## src/rtl/prio_fifo_param_if.sv

```systemverilog
// ---------------------------------------------------------------------------
// prio_fifo_param_if
//   Bus bundle for the deadline-sorted priority FIFO.
//   master : request side (drives we/din/re, observes status and pops)
//   slave  : the FIFO itself
//   Signals:
//     we, din, re                 push/pop requests and push data
//     dout, valid                 registered pop result and its 1-cycle pulse
//     head_key                    key of the current minimum entry (0 if empty)
//     count, full, empty          occupancy status
//     ovf, udf                    1-cycle pulses for lost push / pop on empty
// ---------------------------------------------------------------------------
interface prio_fifo_param_if #(
  parameter int DATA_W = 16,
  parameter int KEY_W  = 16,
  parameter int DEPTH  = 16,
  parameter int CNT_W  = $clog2(DEPTH + 1)
);
  logic              we;
  logic [DATA_W-1:0] din;
  logic              re;
  logic [DATA_W-1:0] dout;
  logic              valid;
  logic [KEY_W-1:0]  head_key;
  logic [CNT_W-1:0]  count;
  logic              full;
  logic              empty;
  logic              ovf;
  logic              udf;

  modport master (
    output we, din, re,
    input  dout, valid, head_key, count, full, empty, ovf, udf
  );

  modport slave (
    input  we, din, re,
    output dout, valid, head_key, count, full, empty, ovf, udf
  );
endinterface

```

## src/rtl/prio_fifo_param.sv

```systemverilog
// ---------------------------------------------------------------------------
// prio_fifo_param
//   Earliest-deadline-first FIFO. Up to DEPTH entries are held in a sorted
//   shift array; slot 0 always holds the smallest key (key = din[KEY_W-1:0]).
//   Equal keys leave in arrival order. Push and pop may occur in the same
//   cycle; pops appear on dout one cycle after re is sampled.
//
//   Ports:
//     clk   in   single clock, rising edge
//     rst   in   asynchronous active-low reset
//     bus   slave modport of prio_fifo_param_if:
//             we/din/re in; dout/valid/head_key/count/full/empty/ovf/udf out
//
//   Build option:
//     PRIO_FIFO_DROP_EN  when defined, a push into a full FIFO (no pop) whose
//                        key is smaller than the last slot's key evicts that
//                        last (latest-deadline) entry and is inserted sorted.
//                        Otherwise every push into a full FIFO is dropped.
//                        ovf pulses in both cases.
// ---------------------------------------------------------------------------
module prio_fifo_param #(
  parameter int DATA_W = 16,
  parameter int KEY_W  = 16,
  parameter int DEPTH  = 16,
  parameter int CNT_W  = $clog2(DEPTH + 1)
) (
  input logic              clk,
  input logic              rst,
  prio_fifo_param_if.slave bus
);

  // Storage: data is not reset, only the per-slot valid bits are.
  logic [DEPTH-1:0][DATA_W-1:0] slot_data;
  logic [DEPTH-1:0][DATA_W-1:0] slot_nxt;
  logic [DEPTH-1:0]             slot_vld;
  logic [DEPTH-1:0]             slot_vld_nxt;
  logic [CNT_W-1:0]             count_q;
  logic [CNT_W-1:0]             count_nxt;

  // Registered pop result and event pulses.
  logic [DATA_W-1:0] dout_p1;
  logic              vld_p1;
  logic              ovf_p1;
  logic              udf_p1;

  logic [KEY_W-1:0] din_key;
  logic [DEPTH-1:0] le;
  logic             full_w;
  logic             empty_w;
  logic             do_pop;
  logic             push_ok;
  logic             evict;
  logic             ins;
  logic             ovf_nxt;
  logic             udf_nxt;

  // ---- stage p0: request decode and insert-position search ----
  assign din_key = bus.din[KEY_W-1:0];
  assign full_w  = (count_q == CNT_W'(DEPTH));
  assign empty_w = (count_q == '0);

  assign do_pop  = bus.re && !empty_w;
  // A push into a full FIFO is still accepted when a pop frees a slot.
  assign push_ok = bus.we && (!full_w || bus.re);
  assign ovf_nxt = bus.we && full_w && !bus.re;
  assign udf_nxt = bus.re && empty_w;

`ifdef PRIO_FIFO_DROP_EN
  // Full means slot DEPTH-1 is valid, so !le there is "new key < last key".
  assign evict = ovf_nxt && !le[DEPTH-1];
`else
  assign evict = 1'b0;
`endif

  assign ins = push_ok || evict;

  // le[j]: slot j is valid and sorts ahead of (or ties with) the new entry.
  // Because the array is sorted and valid slots are contiguous, le is a
  // thermometer code; its popcount is the insert position.
  for (genvar j = 0; j < DEPTH; j++) begin : g_le
    assign le[j] = slot_vld[j] && (slot_data[j][KEY_W-1:0] <= din_key);
  end

  // Per-slot next value. Three moves exist:
  //   push only  : slots at/after the insert point shift up, din fills the gap
  //   pop only   : everything shifts down
  //   push + pop : slot 0 leaves; slots that sort ahead of din shift down,
  //                din lands in the first slot whose upper neighbour does not,
  //                later slots stay in place
  for (genvar j = 0; j < DEPTH; j++) begin : g_slot
    logic [DATA_W-1:0] above;
    logic [DATA_W-1:0] below;
    logic              le_above;
    logic              le_below;
    logic              le_self;

    if (j < DEPTH - 1) begin : g_above
      assign above    = slot_data[j+1];
      assign le_above = le[j+1];
    end else begin : g_above
      assign above    = slot_data[j];
      assign le_above = 1'b0;
    end

    if (j > 0) begin : g_below
      assign below    = slot_data[j-1];
      assign le_below = le[j-1];
      assign le_self  = le[j];
    end else begin : g_below
      assign below    = slot_data[j];
      assign le_below = 1'b1;
      assign le_self  = 1'b1;
    end

    assign slot_nxt[j] =
      (ins && do_pop) ? (le_above ? above : (le_self ? bus.din : slot_data[j])) :
      ins             ? (le[j] ? slot_data[j] : (le_below ? bus.din : below)) :
      do_pop          ? above :
                        slot_data[j];

    assign slot_vld_nxt[j] = (count_nxt > CNT_W'(j));
  end

  always_comb begin
    count_nxt = count_q;
    if (push_ok && !do_pop) begin
      count_nxt = count_q + CNT_W'(1);
    end else if (do_pop && !push_ok) begin
      count_nxt = count_q - CNT_W'(1);
    end
  end

  // ---- stage p1: array update and registered outputs ----
  always_ff @(posedge clk) begin
    slot_data <= slot_nxt;
  end

  always_ff @(posedge clk or negedge rst) begin
    if (!rst) begin
      slot_vld <= '0;
      count_q  <= '0;
      dout_p1  <= '0;
      vld_p1   <= 1'b0;
      ovf_p1   <= 1'b0;
      udf_p1   <= 1'b0;
    end else begin
      slot_vld <= slot_vld_nxt;
      count_q  <= count_nxt;
      vld_p1   <= do_pop;
      ovf_p1   <= ovf_nxt;
      udf_p1   <= udf_nxt;
      if (do_pop) begin
        dout_p1 <= slot_data[0];
      end
    end
  end

  assign bus.dout     = dout_p1;
  assign bus.valid    = vld_p1;
  assign bus.ovf      = ovf_p1;
  assign bus.udf      = udf_p1;
  assign bus.count    = count_q;
  assign bus.full     = full_w;
  assign bus.empty    = empty_w;
  assign bus.head_key = slot_vld[0] ? slot_data[0][KEY_W-1:0] : '0;

endmodule

```

## src/flat_wrapper.sv

```systemverilog
// flat-port wrapper written by rule: the top's interface ports become plain ports
module prio_fifo_param_flat 
#(
  parameter int DATA_W = 16,
  parameter int KEY_W  = 16,
  parameter int DEPTH  = 16,
  parameter int CNT_W  = $clog2(DEPTH + 1)
)
  (clk, rst, bus_we, bus_din, bus_re, bus_dout, bus_valid, bus_head_key, bus_count, bus_full, bus_empty, bus_ovf, bus_udf);
  prio_fifo_param_if #(.DATA_W(DATA_W), .KEY_W(KEY_W), .DEPTH(DEPTH), .CNT_W(CNT_W)) bus_i ();
  input logic clk;
  input logic rst;
  input wire logic [$bits(bus_i.we)-1:0] bus_we;
  input wire logic [$bits(bus_i.din)-1:0] bus_din;
  input wire logic [$bits(bus_i.re)-1:0] bus_re;
  output wire logic [$bits(bus_i.dout)-1:0] bus_dout;
  output wire logic [$bits(bus_i.valid)-1:0] bus_valid;
  output wire logic [$bits(bus_i.head_key)-1:0] bus_head_key;
  output wire logic [$bits(bus_i.count)-1:0] bus_count;
  output wire logic [$bits(bus_i.full)-1:0] bus_full;
  output wire logic [$bits(bus_i.empty)-1:0] bus_empty;
  output wire logic [$bits(bus_i.ovf)-1:0] bus_ovf;
  output wire logic [$bits(bus_i.udf)-1:0] bus_udf;
  assign bus_i.we = bus_we;
  assign bus_i.din = bus_din;
  assign bus_i.re = bus_re;
  assign bus_dout = bus_i.dout;
  assign bus_valid = bus_i.valid;
  assign bus_head_key = bus_i.head_key;
  assign bus_count = bus_i.count;
  assign bus_full = bus_i.full;
  assign bus_empty = bus_i.empty;
  assign bus_ovf = bus_i.ovf;
  assign bus_udf = bus_i.udf;
  prio_fifo_param #(.DATA_W(DATA_W), .KEY_W(KEY_W), .DEPTH(DEPTH), .CNT_W(CNT_W)) u_core (.clk(clk), .rst(rst), .bus(bus_i));
endmodule
```

## config.mk

```make
export PLATFORM = sky130hd
export DESIGN_NAME = prio_fifo_param_flat
export DESIGN_NICKNAME = d
export VERILOG_FILES = /design/src/rtl/prio_fifo_param_if.sv /design/src/rtl/prio_fifo_param.sv /design/src/flat_wrapper.sv
export SDC_FILE = /design/constraint.sdc
export NUM_CORES = 1
export LEC_CHECK = 0
export CORE_ASPECT_RATIO = 1.25
export CORE_MARGIN = 5
export CORE_UTILIZATION = 40
export DETAILED_ROUTE_END_ITERATION = 10
export PLACE_DENSITY = 0.6
export REMOVE_ABC_BUFFERS = 1
export SYNTH_ARGS = -nofsm -noshare
export SYNTH_HDL_FRONTEND = slang
export SYNTH_SLANG_ARGS = --single-unit
```

## constraint.sdc

```tcl
create_clock -name clk -period 12.03 [get_ports clk]
set_input_delay 1.203 -clock clk [delete_from_list [all_inputs] [get_ports clk]]
set_output_delay 1.203 -clock clk [all_outputs]
set_load 0.02 [all_outputs]
```

Yosys cells after proc, flatten, opt, wreduce, memory -nomap -nowiden
Cells that the tools add are included.
{ "word_totals": {"out_inout_bits": 42, "input_bits": 20, "register_bits": 296, "wordCells": 179} }
{ "op_classes": {"reduce_logical": 36, "magnitude_cmp": 32, "n_mux": 83, "eq_ne": 4, "add_sub_neg": 2} }
{ "ops": {"columns": ["operator", "n"], "rows": [
  ["two-way mux 16 bit", 81],
  ["less-or-equal comparator 16 bit", 16],
  ["greater-than comparator 5 x 4 -> 1 bit, second input constant", 8],
  ["logical AND 1 bit", 24],
  ["greater-than comparator 5 x 3 -> 1 bit, second input constant", 4],
  ["greater-than comparator 5 x 1 -> 1 bit, second input constant", 2],
  ["greater-than comparator 5 x 2 -> 1 bit, second input constant", 2],
  ["two-way mux 5 bit", 2],
  ["inequality test 3 bit, second input constant", 2],
  ["AND reduction 2 bit", 3],
  ["adder 5 x 1 -> 5 bit, second input constant", 1],
  ["equality test 5 bit, second input constant", 1],
  ["zero test 1 bit", 5],
  ["zero test 5 bit", 1],
  ["subtractor 5 x 1 -> 5 bit, second input constant", 1],
  ["nonzero test 3 bit", 1],
  ["inequality test 2 x 1 -> 1 bit, second input constant", 1],
  ["nonzero test 2 bit", 1],
  ["logical OR 1 bit", 1]
]} }

Depth between registers and ports, before layout
{ "depth": {"word_depth": 9, "ltp_mapped": 13, "ltp_nobuf": 11} }

Worst setup path after synthesis
Ideal clock, no wire load.
{ "synth_path": {"path_kind": "input port to flip-flop", "from": "in bus_re", "to": "reg u_core.slot_data, in the netlist u_core.g_slot[10].above[0] (enable)", "required_ps": 10396, "path_slack_ps": 4937, "setup_ps": 1634, "t_arrival_ps": 5459, "cell_stages": 5, "n_path_buf": 3, "path_cell_list": "buf_2 -> nand2_2 -> buf_2 -> clkbuf_1 -> nand2_1"} }
{ "synth_via": {"elab_chain_len": 4, "elab_cells_between_ends": 5, "classes_between": "reduce/logical (5)"} }
{ "synth_rtl": {"columns": ["element", "line", "text"], "rows": [
  ["from (decl)", "flat_wrapper.sv:15", "input wire logic [$bits(bus_i.re)-1:0] bus_re;"],
  ["logical OR 1 bit", "prio_fifo_param.sv:64", "assign push_ok = bus.we && (!full_w || bus.re);"],
  ["logical AND 1 bit", "prio_fifo_param.sv:64", null],
  ["logical AND 1 bit", "prio_fifo_param.sv:116", "(ins && do_pop) ? (le_above ? above : (le_self ? bus.din : slot_data[j])) :"],
  ["nonzero test 3 bit (no line) (*)", null, null],
  ["to (signal assigned)", "prio_fifo_param.sv:135", "slot_data <= slot_nxt;"],
  ["to (decl)", "prio_fifo_param.sv:33", "logic [DEPTH-1:0][DATA_W-1:0] slot_data;"]
]} }
Mark *: on every way between the ends. The rest lies on a longest branch, timed or not.
A chain may end at the register's enable or synchronous reset.

==> out/summary.json <==
{
  "final_layout": {
    "num-nets-final": 2817,
    "final.fill_count": 5865,
    "final_cell_count_no_fill": 3402,
    "finish.instance_area_um2": 27300,
    "layout_common_cells": "sky130_fd_sc_hd__a21oi_1, sky130_fd_sc_hd__ha_1, sky130_fd_sc_hd__edfxtp_1, sky130_fd_sc_hd__nand2_1, sky130_fd_sc_hd__o21ai_0",
    "mostFrequentLayoutCell": "sky130_fd_sc_hd__a21oi_1",
    "area.growth.synth_to_final_pct": 9.50,
    "drive_gt1_frac": 0.0779
  },
  "critical_path": {
    "worstSetupEndpointType": "register",
    "critical_path.max_stage_delay_ps": 900,
    "critical-path-slowest-cell": "sky130_fd_sc_hd__or4_1",
    "path_depth_of_the_worst_reg2reg_path": 7,
    "cp_cell_sequence": "clkdlybuf4s50_1, buf_4, inv_1, buf_4, ha_1, nor2b_1, o211ai_1, a2111oi_0, or4_1, and2_1, buf_4, o21ai_2, a211o_1",
    "regToRegStartpoint": "u_core.bus.count[0]",
    "critical_path_required_ps": 12340,
    "critical_path_peak_fanout": 34,
    "crit_path_frequent_cell": "sky130_fd_sc_hd__buf_4",
    "timing.critical_path.from_type": "primary input",
    "worst-setup-path-type": "primary input to register",
    "worstPathArrival_ps": 6020,
    "r2r_setup_slack_ps": 7420,
    "crit_path_start": "bus_din[1]",
    "worstReg2RegEnd": "u_core.g_slot[2].above[6]",
    "critical_path.endpoint": "u_core.g_slot[11].above[3]"
  },
  "clock_tree": {
    "htree_num_levels": 2,
    "cts_root_buf": "sky130_fd_sc_hd__clkbuf_16",
    "cts_num_sinks": 296,
    "cts_hold_repair.buffers": 0,
    "clock_latency_ps": 570,
    "cts_tree": "done",
    "postCtsSetupBuffers": 0,
    "cts_resized": 0,
    "numCtsBuffers": 36,
    "clk_path_buf_depth": 3,
    "worst_setup_hold_path_clk_slew_ps": 60
  },
  "run": {
    "drv_cap": 0
  },
  "sta": {
    "period_minus_slack_ps": 5710,
    "timing.max_slew.rel_slack": 0.130,
    "report.final.setup_viol": 0,
    "rsz0062_at_grt": "no",
    "actual_transition_at_the_worst_max_transition_pin_ps": 1300,
    "clock.fmax_ghz": 0.175,
    "fin_skew_ps": 30.2,
    "fin_setup_tns_ps": 0,
    "finalHoldViolations": 0,
    "final_min_period_over_clock_period": 0.475,
    "max_slew_vio_count": 0
  },
  "global_routing": {
    "overflow": 0,
    "grt_pass1_wl_um": 140000,
    "grt_pass1_vias": 22100,
    "antenna_found_initial": 2,
    "grt_start_max_net_pins": 73,
    "gr-usage-all-layers": 0.272
  },
  "detailed_routing": {
    "uppermost_routed_layer": "met4",
    "detail_route.wirelength_um": 95800,
    "route.met2.wl_um": 43900,
    "detail_route.wirelength.met1_um": 37400,
    "route.vias.total": 23100,
    "dr_wl_met3_um": 8040,
    "first_pass_iters": 5,
    "detail_route.wl_per_cell_um": 28.2,
    "dr.first_iter.drc_count": 2412,
    "drt.antenna.violating_nets": 0,
    "vias_per_cell": 6.79,
    "route.detailed.drc": 0
  },
  "pwr": {
    "p_leak_nw": 11.3,
    "power.ir.vdd_worst_mv": 0.0869,
    "p_per_area_nw_per_um2": 290
  },
  "run_status": {
    "run_status": "complete, no violations"
  },
  "floorplan": {
    "die-width_um": 233,
    "fp.coreArea_um2": 61900,
    "chipHeight_um": 289,
    "start_util": 0.403,
    "ios": 62,
    "die_area_um2": 67500,
    "placementRows": 102
  },
  "placed_design": {
    "detailed_place.area_um2": 26100,
    "placed_cells": 3332,
    "port-buffer-count": 61,
    "gpl.final_weighted_congestion": 0.956,
    "dp_hpwl_um": 64600
  },
  "synth": {
    "yosys.cell_types.count": 77,
    "ys_warn_count": 0,
    "syn-mean-instance-area_um2": 9.64,
    "synth-seq-area-share": 0.348,
    "postSynthCellCount": 2587,
    "synth_seq_cells": 296,
    "synth_ff_type": "sky130_fd_sc_hd__edfxtp_1",
    "synth_edf_count": 256,
    "netlist_area_um2": 24900,
    "ys_async_sr_fraction": 0.135
  },
  "min_path": {
    "hp-start": "u_core.bus.dout[2]",
    "holdCritPathClass": "register to register"
  }
}
## report_power, final
part / leakage, nW / total, mW / internal, mW / switching, mW
clock network: 0.566 / 1.10 / 0.624 / 0.478
logic: 7.57 / 4.18 / 1.73 / 2.45
registers: 3.13 / 2.63 / 1.85 / 0.772
total: 11.3 / 7.91 / 4.21 / 3.70
## logic make-up after synthesis
group,count (synthesis),synth area share
flip-flops,296,0.348
adder cells (fa/ha/maj),258,0.129
multiplexers,160,0.0701
AO/OA/AOI/OAI,1079,0.296
buffers and inverters,262,0.0491
XOR/XNOR,3,0.00105
AND/OR/NAND/NOR,529,0.106
## worst min-delay path by stage
stage,endpoint,slack [ps],cells past startpoint
finish,u_core.bus.dout[2],470,2
global route,u_core.bus.dout[13],500,2
CTS,u_core.bus.dout[6],480,2
detailed placement,u_core.bus.dout[6],460,2
global placement,u_core.bus.dout[8],460,2
floorplan,u_core.bus.dout[10],490,2
## synth_stat cells, types with 9 or more instances
cell / count / area share
sky130_fd_sc_hd__o21a_1: 10 / 0.0030
sky130_fd_sc_hd__nor4_1: 9 / 0.0023
sky130_fd_sc_hd__a31oi_1: 39 / 0.0098
sky130_fd_sc_hd__nor4b_1: 17 / 0.0060
sky130_fd_sc_hd__a21oi_1: 271 / 0.054
sky130_fd_sc_hd__mux2_2: 20 / 0.0090
sky130_fd_sc_hd__nand3_1: 28 / 0.0056
sky130_fd_sc_hd__clkbuf_1: 116 / 0.017
sky130_fd_sc_hd__buf_2: 63 / 0.013
sky130_fd_sc_hd__o2bb2ai_1: 34 / 0.012
sky130_fd_sc_hd__and3_1: 13 / 0.0033
sky130_fd_sc_hd__o21ai_0: 162 / 0.033
sky130_fd_sc_hd__and2_1: 22 / 0.0055
sky130_fd_sc_hd__a211oi_1: 151 / 0.045
sky130_fd_sc_hd__nor3_1: 68 / 0.014
sky130_fd_sc_hd__nor2b_1: 16 / 0.0040
sky130_fd_sc_hd__inv_1: 48 / 0.0072
sky130_fd_sc_hd__mux2_4: 24 / 0.014
sky130_fd_sc_hd__ha_1: 258 / 0.13
sky130_fd_sc_hd__mux2i_1: 115 / 0.046
sky130_fd_sc_hd__nor2_1: 64 / 0.0096
sky130_fd_sc_hd__o22ai_1: 32 / 0.0080
sky130_fd_sc_hd__edfxtp_1: 256 / 0.31
sky130_fd_sc_hd__dfrtp_1: 40 / 0.040
sky130_fd_sc_hd__nand4_1: 43 / 0.011
sky130_fd_sc_hd__o21ai_1: 29 / 0.0058
sky130_fd_sc_hd__o221ai_1: 17 / 0.0060
sky130_fd_sc_hd__a2bb2oi_1: 37 / 0.013
sky130_fd_sc_hd__nand2_1: 204 / 0.031
sky130_fd_sc_hd__a211o_1: 67 / 0.024
sky130_fd_sc_hd__a21o_1: 48 / 0.014
sky130_fd_sc_hd__a221o_1: 100 / 0.040
sky130_fd_sc_hd__o211ai_1: 45 / 0.014
sky130_fd_sc_hd__buf_6: 20 / 0.0090
## registers in the layout (all words and copies together) (netlist names)
register,flops
u_core.bus.count,5
u_core.bus.dout,16
u_core.bus.ovf,1
u_core.bus.udf,1
u_core.bus.valid,1
u_core.g_slot.above,208
u_core.g_slot.below,48
u_core.slot_vld,16
## critical path, delay by kind of cell
| family | cells | cell delay [ps] |
|---|---|---|
| AO/OA/AOI/OAI | 4 | 1120 |
| adder cells (fa/ha/maj) | 1 | 370 |
| buffers and inverters | 5 | 1590 |
| AND/OR/NAND/NOR | 3 | 1650 |
## metal layers
| layer | global-route usage | vias up |
|---|---|---|
| met2 | 0.444 | 1286 |
| met1 | 0.343 | 11300 |
| met5 | 0 | - |
| met4 | 0.162 | 0 |
| li1 | - | 10300 |
| met3 | 0.0389 | 286 |
## layout make-up
class | instances | area, µm² | area share
repair buffers | 123 | 1070 | 0.0392
flip-flops and latches | 296 | 8690 | 0.318
inverters | 53 | 199 | 0.00729
well taps | 832 | 1040 | 0.0381
diodes | 3 | 7.51 | 0.000275
multi-input cells | 2029 | 15200 | 0.555
clock buffers | 50 | 1030 | 0.0379
clock inverters | 16 | 108 | 0.00394
## through the flow
step	setup slack [ps]	total power [mW]	hold WS (ps)	util
finish	6320	7.91	471	0.441
global route	5920	8.33	495	0.441
CTS	6490	7.80	477	0.441
detailed placement	5890	6.67	462	0.422
global placement	5890	6.56	458	0.422
floorplan	5010	5.22	486	-
Note: power is estimated with default switching activity, not from simulation.
